==> config.mk <==
export PLATFORM = sky130hd
export DESIGN_NAME = cd_llc_responder
export DESIGN_NICKNAME = d
export VERILOG_FILES = /design/src/rtl/cd_llc_responder.sv
export SDC_FILE = /design/constraint.sdc
export NUM_CORES = 1
export LEC_CHECK = 0
export BUFFER_PORTS_ARGS = -buffer_cell sky130_fd_sc_hd__buf_4
export CELL_PAD_IN_SITES_DETAIL_PLACEMENT = 1
export CELL_PAD_IN_SITES_GLOBAL_PLACEMENT = 1
export CORE_ASPECT_RATIO = 0.5
export CORE_MARGIN = 2
export CORE_UTILIZATION = 52
export CTS_CLUSTER_DIAMETER = 200
export DETAILED_ROUTE_END_ITERATION = 10
export HOLD_SLACK_MARGIN = 0.15
export PLACE_DENSITY_LB_ADDON = 0.3
export SYNTH_ARGS = -nofsm -noshare
export SYNTH_HDL_FRONTEND = slang
export SYNTH_SLANG_ARGS = --single-unit
==> constraint.sdc <==
create_clock -name clk -period 4.01 [get_ports clk]
set_clock_uncertainty 0.1 [all_clocks]
set_input_delay 0 -clock clk [delete_from_list [all_inputs] [get_ports clk]]
set_output_delay 0 -clock clk [all_outputs]
set_load 0.02 [all_outputs]
==> src/rtl/cd_llc_responder.sv <==
// LLC-side crossbar endpoint: buffers request flits and returns one reply per request
// after RESP_LAT service cycles. Define CD_LLC_RESP_CNT_EN to add rsp_cnt and drop_err.
module cd_llc_responder #(
  parameter int unsigned DATA_W     = 64,
  parameter int unsigned LLC_ID     = 0,
  parameter int unsigned FIFO_DEPTH = 4,
  parameter int unsigned RESP_LAT   = 3
) (
  input  logic              clk,
  input  logic              reset,
  input  logic              req_si,
  output logic              req_ri,
  input  logic [DATA_W-1:0] req_di,
  output logic              rsp_so,
  input  logic              rsp_ro,
  output logic [DATA_W-1:0] rsp_do,
`ifdef CD_LLC_RESP_CNT_EN
  output logic [15:0]       rsp_cnt,
  output logic              drop_err,
`endif
  output logic              busy
);

  localparam int unsigned AW   = $clog2(FIFO_DEPTH);
  localparam int unsigned CntW = (RESP_LAT > 1) ? $clog2(RESP_LAT + 1) : 1;
  localparam logic [CntW-1:0] LatLoad = CntW'(RESP_LAT);
  localparam logic [1:0]      LlcId   = 2'(LLC_ID);

  typedef enum logic [1:0] {StIdle, StWait, StSend} state_e;

  state_e              state_q;
  logic [CntW-1:0]     cnt_q;
  logic                rsp_so_q;
  logic [DATA_W-1:0]   rsp_q;
  logic [DATA_W-1:0]   mem_q [FIFO_DEPTH];
  logic [AW:0]         wr_ptr_q, rd_ptr_q;
  logic                fifo_empty, fifo_full, push, pop;
  logic [DATA_W-1:0]   req_fmt, fifo_head;
  logic                unused_req;

  // Replies are formatted on entry so the FIFO holds ready-to-send flits.
  assign req_fmt = {req_di[63], 2'b00, 5'b0_0000, req_di[43:40], req_di[35:32],
                    6'b00_0000, LlcId, 8'h00, req_di[31:0]};
  assign unused_req = ^{req_di[62:44], req_di[39:36]};

  assign fifo_empty = (wr_ptr_q == rd_ptr_q);
  assign fifo_full  = (wr_ptr_q[AW] != rd_ptr_q[AW]) &&
                      (wr_ptr_q[AW-1:0] == rd_ptr_q[AW-1:0]);
  assign fifo_head  = mem_q[rd_ptr_q[AW-1:0]];

  // Ready is forced low while reset is held so nothing is accepted before release.
  assign req_ri = reset && !fifo_full;
  assign push   = req_si && req_ri;
  assign pop    = !fifo_empty &&
                  ((state_q == StIdle) || ((state_q == StSend) && rsp_ro));

  assign rsp_so = rsp_so_q;
  assign rsp_do = rsp_q;
  assign busy   = (state_q != StIdle) || !fifo_empty;

  always_ff @(posedge clk) begin
    if (push) begin
      mem_q[wr_ptr_q[AW-1:0]] <= req_fmt;
    end
  end

  always_ff @(posedge clk or negedge reset) begin
    if (!reset) begin
      wr_ptr_q <= '0;
      rd_ptr_q <= '0;
    end else begin
      if (push) wr_ptr_q <= wr_ptr_q + 1'b1;
      if (pop)  rd_ptr_q <= rd_ptr_q + 1'b1;
    end
  end

  always_ff @(posedge clk or negedge reset) begin
    if (!reset) begin
      state_q  <= StIdle;
      cnt_q    <= '0;
      rsp_so_q <= 1'b0;
      rsp_q    <= '0;
    end else begin
      unique case (state_q)
        StIdle: begin
          if (!fifo_empty) begin
            rsp_q   <= fifo_head;
            cnt_q   <= LatLoad;
            state_q <= StWait;
          end
        end
        StWait: begin
          cnt_q <= cnt_q - 1'b1;
          if (cnt_q == CntW'(1)) begin
            state_q  <= StSend;
            rsp_so_q <= 1'b1;
          end
        end
        StSend: begin
          if (rsp_ro) begin
            rsp_so_q <= 1'b0;
            if (!fifo_empty) begin
              rsp_q   <= fifo_head;
              cnt_q   <= LatLoad;
              state_q <= StWait;
            end else begin
              state_q <= StIdle;
            end
          end
        end
        default: state_q <= StIdle;
      endcase
    end
  end

`ifdef CD_LLC_RESP_CNT_EN
  logic [15:0] rsp_cnt_q;
  logic [7:0]  blk_q;
  logic        drop_err_q;

  assign rsp_cnt  = rsp_cnt_q;
  assign drop_err = drop_err_q;

  // blk_q counts prior consecutive blocked edges; the 256th blocked edge sets the flag.
  always_ff @(posedge clk or negedge reset) begin
    if (!reset) begin
      rsp_cnt_q  <= '0;
      blk_q      <= '0;
      drop_err_q <= 1'b0;
    end else begin
      if (rsp_so_q && rsp_ro) rsp_cnt_q <= rsp_cnt_q + 16'd1;
      if (req_si && !req_ri) begin
        if (blk_q == 8'hFF) drop_err_q <= 1'b1;
        else                blk_q      <= blk_q + 8'd1;
      end else begin
        blk_q <= '0;
      end
    end
  end
`endif

endmodule

==> results of run 1 <==
[area by class of cell]
| class | instances | share of cell area, % |
|---|---|---|
| Clock buffer | 28 | 5.10 |
| Clock inverter | 6 | 0.565 |
| Inverter | 5 | 0.184 |
| Multi-Input combinational cell | 148 | 17.8 |
| Sequential cell | 216 | 61.2 |
| Tap cell | 204 | 2.51 |
| Timing Repair Buffer | 151 | 12.7 |
[placed cells by master (no fill, tap or decap), types with 6 or more instances in the layout]
cell type and count:
sky130_fd_sc_hd__dlygate4sd3_1 52, sky130_fd_sc_hd__mux2_2 17, sky130_fd_sc_hd__clkbuf_16 19, sky130_fd_sc_hd__edfxtp_1 164
sky130_fd_sc_hd__mux2_1 25, sky130_fd_sc_hd__conb_1 23, sky130_fd_sc_hd__clkbuf_1 8, sky130_fd_sc_hd__ha_1 6
sky130_fd_sc_hd__buf_4 97, sky130_fd_sc_hd__dfrtp_1 50, sky130_fd_sc_hd__mux4_2 41
[logic make-up (layout without fill, tap and decap cells)]
group / Yosys count / after routing / synth area share [%]
and+or+nand+nor: 17 / 17 / 0.989
xor gates and xnor gates: 8 / 8 / 1.03
muxes: 84 / 84 / 17.1
DFF: 216 / 216 / 75.7
buffers and inverters: 43 / 190 / 3.47
adders and majority gates: 6 / 6 / 0.912
other: 1 / 23 / 0.0456
AOI/OAI and AO/OA: 10 / 10 / 0.791
[critical path, delay by kind of cell, from the launching register on]
family	cells	cell delay, ns
compound gates	1	0.50
simple gates	1	0.66
xor+xnor	1	0.21
buf+inv	1	0.37
flops	1	0.45
[registers in the layout, indices dropped and copies added, names as in the netlist]
name / count
rsp_do: 41
cnt_q: 2
state_q: 2
mem_q: 164
rsp_so: 1
wr_ptr_q: 3
rd_ptr_q: 3
[layer usage]
layer,global-route usage (%),vias up
met5,0,-
met4,6.32,0
met3,4.21,32
met2,39.2,128
met1,27.2,2085
li1,-,1782
[through the flow]
stage,utilization [%],setup WS [ns]
after floorplan,-,1.36
after global placement,58.8,1.40
after detailed placement,58.8,1.38
after CTS,65.9,1.38
after global routing,65.9,1.26
final,65.9,1.41
[final timing paths]
check / startpoint / slack [ns] / end / depth (start not counted)
hold reg to reg: rsp_do[49]$_DFFE_PN0P_ / 0.38 / rsp_do[49]$_DFFE_PN0P_ / 1
hold / removal: reset / 0.15 / state_q[0]$_DFFE_PN0P_ / 3
min in group clk: req_di[23] / 0.16 / mem_q[3][23]$_DFFE_PP_ / 2
max in group asynchronous: reset / 3.08 / rd_ptr_q[0]$_DFFE_PN0P_ / 3
setup reg to reg: wr_ptr_q[1]$_DFFE_PN0P_ / 1.41 / mem_q[0][23]$_DFFE_PP_ / 4
setup / recovery: wr_ptr_q[1]$_DFFE_PN0P_ / 1.41 / mem_q[0][23]$_DFFE_PP_ / 4
[power breakdown]
part	internal (mW)	total, mW	switching (mW)
registers	2.91	3.17	0.258
clock network	0.967	1.74	0.772
logic	1.21	2.51	1.30
==> results.md, run 1 <==
- The count of final hold-check violations is 0.
- In the synthesized netlist, the cells that appear most often are sky130_fd_sc_hd__edfxtp_1, sky130_fd_sc_hd__dfrtp_1, sky130_fd_sc_hd__mux4_2, sky130_fd_sc_hd__buf_4, sky130_fd_sc_hd__mux2_1.
- The Yosys step of the flow raised 0 warnings.
- In this run the cell area of the synthesized design comes to roughly 0.008 sq mm.
- The total power per unit cell area is about 730 mW/mm^2.
- After clock tree synthesis, the setup repair step added 0 buffers.
- The critical path goes through xnor2_2, a31oi_1, and2_2, buf_4.
- Detailed routing placed a total of between 9000 and 10000 um of wire on met2.
- The area used by sequential logic in the layout is between 0.006 and 0.007 sq mm.
- After clock tree synthesis, the clock-pin slew on the worst setup and hold paths is 0.07 ns.
- The post-route netlist has around a third of its cells at a drive strength greater than 1.
- The main flop type after synthesis is sky130_fd_sc_hd__edfxtp_1.
- The number of distinct library cells after synthesis is 27.
- Hold timing on the final database bottoms out at a slack of between 0.15 and 0.2 ns.
- The count of placed standard cells including taps is 672.
- The number of instances in the synthesized netlist is between 300 and 400.
- The run finished with clean final reports.
- The top cell type's share of synthesized area is about 60%.
- The design draws between 7 and 8 mW.
- Along the worst path, the maximum fanout reaches 22.
- Static timing analysis puts the maximum clock frequency at about 390 MHz.
- The die is 182 um wide.
- At the worst endpoint, the required time is between 4 and 5 ns.
- The quantity of I/O buffers inserted on ports is 88.
- The most common cell in the synthesized netlist is sky130_fd_sc_hd__edfxtp_1.
- The worst setup path is launched from a register.
- CTS placed an instance of sky130_fd_sc_hd__clkbuf_16 at the clock tree root.
- The worst-case headroom to the max-slew limit is 40.6%.
- STA puts the critical path data arrival time at about 2.7 ns.
- The weighted congestion reported at the end of routability-driven placement is approximately 0.66.
- The routed length on met3 is between 700 and 800 um.
- The clock passes through at most 3 buffers.
- The final cell area excluding filler cells is 0.0102 sq mm.
- The routed design could run at a clock period as short as roughly 2.6 ns.
- The multi-input combinational cells in the finished layout cover a total of between 0.0015 and 0.002 sq mm.
- The CTS tree is yes.
- The final global-route overflow total is 0.
- The wire-length estimate of the detail-placed layout is about 9300 um.
- The floorplan core area is 0.0155 sq mm.
- Setup violations remaining at the end of the flow were counted as 0.
- The vias after detailed routing is ~4000.
- The number of slew-limit violations in the final report was 0.
- The placed cell area is a little over 0.009 sq mm.
- From synthesis to final layout, the design area changed by 23.8%.
- Dividing the synthesized area by the synthesized cell count gives between 20 and 25 sq um.
- For this run, the post-layout net count is 615.
- The number of cells upsized or downsized after cts is 0.
- The biggest area contributor in the post-synthesis netlist is sky130_fd_sc_hd__edfxtp_1.
- By area the synthesized netlist is led by sky130_fd_sc_hd__edfxtp_1, sky130_fd_sc_hd__dfrtp_1, sky130_fd_sc_hd__mux4_2.
- On the critical path, the stage with the largest delay is an instance of sky130_fd_sc_hd__and2_2.
- The violation count after the first detailed-route iteration is approximately 260.
- For the pin with the worst max-slew slack, the measured transition is roughly 0.89 ns.
- The number of flops mapped to enable cells by yosys is about 160.
- Across every metal layer, demand over resource in global routing totals a little over a fifth.
- Excluding fillers, the count of instances in the completed layout stands at around 760.
- The number of antenna violations at the first check in global routing is 0.
- The deepest level of the CTS H-tree is 1.
- The number of fill cells is between 1000 and 1500.
- Setup repair after global routing left no endpoint under its margin.
- The via count of the first global-routing pass is 4677.
- The final critical path takes up 64.8% of the cycle.
- The kind of path behind the tightest hold check is in -> async.
- The worst setup path is captured at a register.
- The count of standard-cell rows is 32.
- The die area is roughly 0.017 sq mm.
- The length of the first detailed-routing pass in iterations is 6.
- The source-to-sink clock delay at the later pin of the worst-skew pair is 0.49 ns.
- The die is between 90 and 100 um tall.
- Entering global routing, the biggest net connects between 50 and 60 pins.
- The number of antenna repair diodes is 0.
- The fraction of registers with async set or reset after synthesis is between 20% and 30%.
- For this run, the slowest stage of the critical path takes roughly 0.66 ns.
- The number of hold buffers added after cts is 52.
- VDD sags by at most between 300 and 400 uV.
- The average wire length per cell after detail routing is about 23 um.
- The number of sinks handled by clock tree synthesis is around 220.
- The I/O pin total is 135.
- In this run, CTS created clock tree buffers numbering 19.
- Wires add up to roughly 17000 um.
- The top routing layer in use is met4.
- Once the floorplan was initialized, standard cells occupied 53.2% of the core.
- The setup path with the least slack is of type reg -> reg.
- The routed length on met1 is 7100 um.
- The first-pass GRT wire length is 27100 um.
- The sequential-to-total area share from yosys stat is 75.7%.
- The analysis attributes to cell leakage a power of ~3.7 nW.
- The average vias per placed instance is 5.31.
- The detailed-route DRC error count is 0.
- The number of nets with antenna violations after detailed routing is 0.
- The max-cap violation count is 0.
- The number of storage elements in the synthesis netlist is around 220.
- After routing, the total negative slack on setup checks comes to 0 ns.
(Power assumes the default switching activity.)
==> inputs of run 2 (changes only) <==
--- a/config.mk
+++ b/config.mk
@@ -5,12 +5,13 @@
 export SDC_FILE = /design/constraint.sdc
 export NUM_CORES = 1
 export LEC_CHECK = 0
+export ABC_AREA = 1
 export BUFFER_PORTS_ARGS = -buffer_cell sky130_fd_sc_hd__buf_4
 export CELL_PAD_IN_SITES_DETAIL_PLACEMENT = 1
 export CELL_PAD_IN_SITES_GLOBAL_PLACEMENT = 1
 export CORE_ASPECT_RATIO = 0.5
 export CORE_MARGIN = 2
-export CORE_UTILIZATION = 52
+export CORE_UTILIZATION = 45
 export CTS_CLUSTER_DIAMETER = 200
 export DETAILED_ROUTE_END_ITERATION = 10
 export HOLD_SLACK_MARGIN = 0.15
==> constraint.sdc (replaced) <==
create_clock -name clk -period 2.7 [get_ports clk]
set_clock_uncertainty 0.1 [all_clocks]
set_input_delay 0 -clock clk [delete_from_list [all_inputs] [get_ports clk]]
set_output_delay 0 -clock clk [all_outputs]
set_load 0.02 [all_outputs]
==> results.md, run 2 <==
- The flow ran to the end, and the final reports show no timing, DRC or antenna violations.
- The floorplan core area is 0.0184 sq mm.
- The I/O pin total is roughly 140.
- The buffer count from post-CTS setup fixing is 0.
- The biggest fanout along the worst timing path is 29.
- After filler insertion, the fill cell instance count of the layout stands at about 1900.
- Cells with a size suffix above 1 make up between 10% and 20% of the layout.
- The main combinational cell family by area after synthesis is simple AND/OR/NAND/NOR gates.
- The synthesized area per cell is 12.4 sq um.
- The routed design could run at a clock period as short as 2.37 ns.
- The synthesized netlist devotes less than 1% of its cell area to adder and majority cells.
- The min-delay analysis places its worst path in the category in -> reg.
- The completed layout was analyzed and its total power is ~12 mW.
- The CTS tree is yes.
- Data arrives at the worst endpoint at between 2 and 2.5 ns.
- In the layout the commonest cells are sky130_fd_sc_hd__edfxtp_1, sky130_fd_sc_hd__nand2_1, sky130_fd_sc_hd__buf_4.
- Counting instances in the post-synthesis netlist gives the leading cell types as sky130_fd_sc_hd__edfxtp_1, sky130_fd_sc_hd__nand2_1, sky130_fd_sc_hd__nor2_1, sky130_fd_sc_hd__o21ai_0, sky130_fd_sc_hd__dfrtp_1.
- The number of slew-limit violations in the final report is 0.
- At the pin with the least slew margin, the transition time is 0.932 ns.
- The growth of design area from synthesis to finish is 24.9%.
- In this run, post-CTS hold repair placed between 60 and 70 buffers.
- After synthesis, the largest area contributor takes up around 58% of total cell area.
- Summed over all layers, the global routing overflow is 0.
- The count of standard-cell rows is 35.
- The average wire length per cell after detail routing is between 15 and 20 um.
- Yosys instantiated no cell more often than sky130_fd_sc_hd__edfxtp_1.
- The multi-input combinational cell area is roughly 0.0019 sq mm.
- Max-cap violations in this run came to 0.
- The weighted congestion reported at the end of routability-driven placement is ~0.77.
- In the routed design, unresolved DRC markers number 0.
- The type of the worst setup path is reg -> reg.
- The first detailed-routing pass ran for 4 iterations.
- The worst vdd rail ir drop is about 600 uV.
- The main flop type after synthesis is sky130_fd_sc_hd__edfxtp_1.
- The count of final hold-check violations is 0.
- The violation count after the first detailed-route iteration is 332.
- The number of flops mapped to enable cells by yosys is between 150 and 200.
- The number of buffers on the longest clock path is 3.
- The fraction of synthesized area in multiplexers is 0%.
- The register with the most flip-flops in the layout has between 150 and 200 of them.
- Entering global routing, the biggest net connects 84 pins.
- The final wirelength is 21100 um.
- The final cell utilization of the core is 57.3%.
- The sequential power share is between 30% and 40%.
- The floorplan step set the die width to 198 um.
- The combined global-route utilization of all metal layers is ~22%.
- The total power per unit cell area is around 1100 mW/mm^2.
- The largest total area in the synthesized netlist belongs to sky130_fd_sc_hd__edfxtp_1.
- The basic-gate share of the synthesized area counting and, or, nand and nor cells is between 10% and 20%.
- The required time of the critical path is approximately 2.7 ns.
- The first-pass GRT wire length is 33300 um.
- The average vias per placed instance is 5.18.
- The count of buffers added on input and output ports is 88.
- Static timing analysis puts the maximum clock frequency at 422 MHz.
- The number of storage elements in the synthesis netlist is roughly 220.
- The number of cells upsized or downsized after cts is 0.
- The critical path endpoint category is a register.
- Setup repair after global routing left no endpoint under its margin.
- After synthesis, the share of flip-flops with an asynchronous set or reset is 24.1%.
- Clock-pin slew was measured on the worst setup and hold paths at approximately 0.070 ns.
- The number of cells in the finished layout apart from fillers is between 1000 and 1500.
- Summed over all nets, the half-perimeter wirelength after detailed placement is 11500 um.
- The internal power is 7.26 mW.
- The die area is around 0.020 sq mm.
- The analysis attributes to cell leakage a power of around 4.2 nW.
- Clock latency on the worst-skew pair, taken at its later pin, is a little under 0.5 ns.
- The type of origin of the critical path is a register.
- For this run, the post-layout net count is 908.
- The share of the Yosys chip area taken by registers is approximately three quarters.
- The number of instances in the synthesized netlist is ~680.
- The switching part of the total is between 30% and 40%.
- In the finished design, the share of the clock period the worst path needs comes to between 80% and 90%.
- The total CTS buffers is 20.
- The share of total power in the clock network is around a quarter.
- Yosys attributes the largest share of cell area to sky130_fd_sc_hd__edfxtp_1, sky130_fd_sc_hd__dfrtp_1, sky130_fd_sc_hd__nand2_1.
- In this run the tightest slew margin relative to its limit is a little under two fifths.
- In this run the remaining antenna-violating nets after routing total 0.
- The initial standard-cell utilization of the core is 45.9%.
- The vias after detailed routing is between 5000 and 6000.
- The deepest level of the CTS H-tree is 1.
- The synthesized netlist devotes approximately 8.3% of its cell area to compound gates.
- In this run, distinct cell masters in the synthesized netlist total 27.
- Leaving out fill and tap cells, the most frequent cell in the layout is sky130_fd_sc_hd__edfxtp_1.
- The die is roughly 100 um tall.
- Clock tree synthesis found a total of 216 sinks.
- The area used by sequential logic in the layout is between 0.006 and 0.007 sq mm.
- The combined area of all synthesized cells is 0.00844 sq mm.
- The via count of the first global-routing pass was about 6000.
- Yosys printed 0 warnings.
- The aggregate negative setup slack is 0 ns.
- The number of antenna diodes in the final layout is 0.
- The number of setup violations in the final report is 0.
- The synthesized-area fraction occupied by xor and xnor cells is 0.208%.
- The combinational power share is 35.7%.
- The power spent charging and discharging nets is between 4 and 5 mW.
- CTS placed an instance of sky130_fd_sc_hd__clkbuf_16 at the clock tree root.
- Once placement completed, the tool counted placed cells totaling 990.
- The number of antenna violations at the first check in global routing is 0.
-- run 2: cell count changes in the layout (fill, tap and decap cells not counted), sizes merged, moves of 3 or more --
cell | previous run | this run
buf | 99 | 103
and2 | 4 | 0
mux4 | 41 | 0
inv | 6 | 18
dlygate4sd3 | 52 | 62
o21ai | 4 | 85
nor2 | 5 | 88
o22ai | 0 | 41
mux2 | 42 | 0
xnor2 | 5 | 1
clkinv | 3 | 6
nand3 | 0 | 4
nand2 | 5 | 155
-- run 2: path summary, 6_finish.rpt --
kind	start	endpoint	slack, ns	cells after the start
setup / recovery	wr_ptr_q[0]$_DFFE_PN0P_	mem_q[1][28]$_DFFE_PP_	0.33	7
hold / removal	req_di[8]	mem_q[3][8]$_DFFE_PP_	0.16	2
setup reg to reg	wr_ptr_q[0]$_DFFE_PN0P_	mem_q[1][28]$_DFFE_PP_	0.33	7
hold reg to reg	rsp_do[6]$_DFFE_PN0P_	rsp_do[6]$_DFFE_PN0P_	0.38	2
max in group asynchronous	reset	rd_ptr_q[1]$_DFFE_PN0P_	1.67	3
min in group asynchronous	reset	rsp_do[27]$_DFFE_PN0P_	0.22	3
-- run 2: critical path, stage by stage (launching register included) --
cell and delay, ns:
sky130_fd_sc_hd__dfrtp_1 0.43, sky130_fd_sc_hd__inv_1 0.12, sky130_fd_sc_hd__nand2_1 0.10, sky130_fd_sc_hd__nand2_1 0.09, sky130_fd_sc_hd__nand3_1 0.19, sky130_fd_sc_hd__nand3_1 0.34
sky130_fd_sc_hd__nor2_4 0.20, sky130_fd_sc_hd__buf_4 0.41
-- run 2: cell families after synthesis --
family	Yosys count
simple gates	253
flops	216
compound gates	129
buf+inv	76
fa+ha+maj	6
xor+xnor	2
other cells	1
-- run 2: layout make-up --
class                   count  area share, %
clock buffers              28           5.33
clock inverters             8          0.831
inverters                  18          0.641
multi-input cells         413           17.9
flip-flops and latches    216           59.1
well taps                 240           2.85
repair buffers            165           13.3
-- run 2: through the flow --
step	cell area, sq um	setup WS [ns]	hold WS [ns]
finish	10500	0.329	0.161
global route	10500	0.136	0.162
floorplan	8520	-0.638	-0.396
global placement	9270	0.462	0.100
CTS	10500	0.353	0.152
detailed placement	9270	0.367	0.102
-- run 2: metal layers --
| metal | up-vias | GRT usage (%) | share of wire (%) |
|---|---|---|---|
| met5 | - | 0 | 0 |
| met4 | 0 | 5.78 | 1.4 |
| met3 | 23 | 3.58 | 5.4 |
| met2 | 148 | 38.3 | 49 |
| met1 | 2830 | 29.1 | 44 |
| li1 | 2631 | - | - |
-- run 2: power groups by stage --
stage,Clock (mW),Sequential (mW),Combinational [mW]
after CTS,2.90,4.61,4.18
after floorplan,0,4.97,2.35
after global placement,0,4.63,3.88
after detailed placement,0,4.66,4.06
after global routing,3.04,4.67,4.63
final,2.85,4.61,4.14
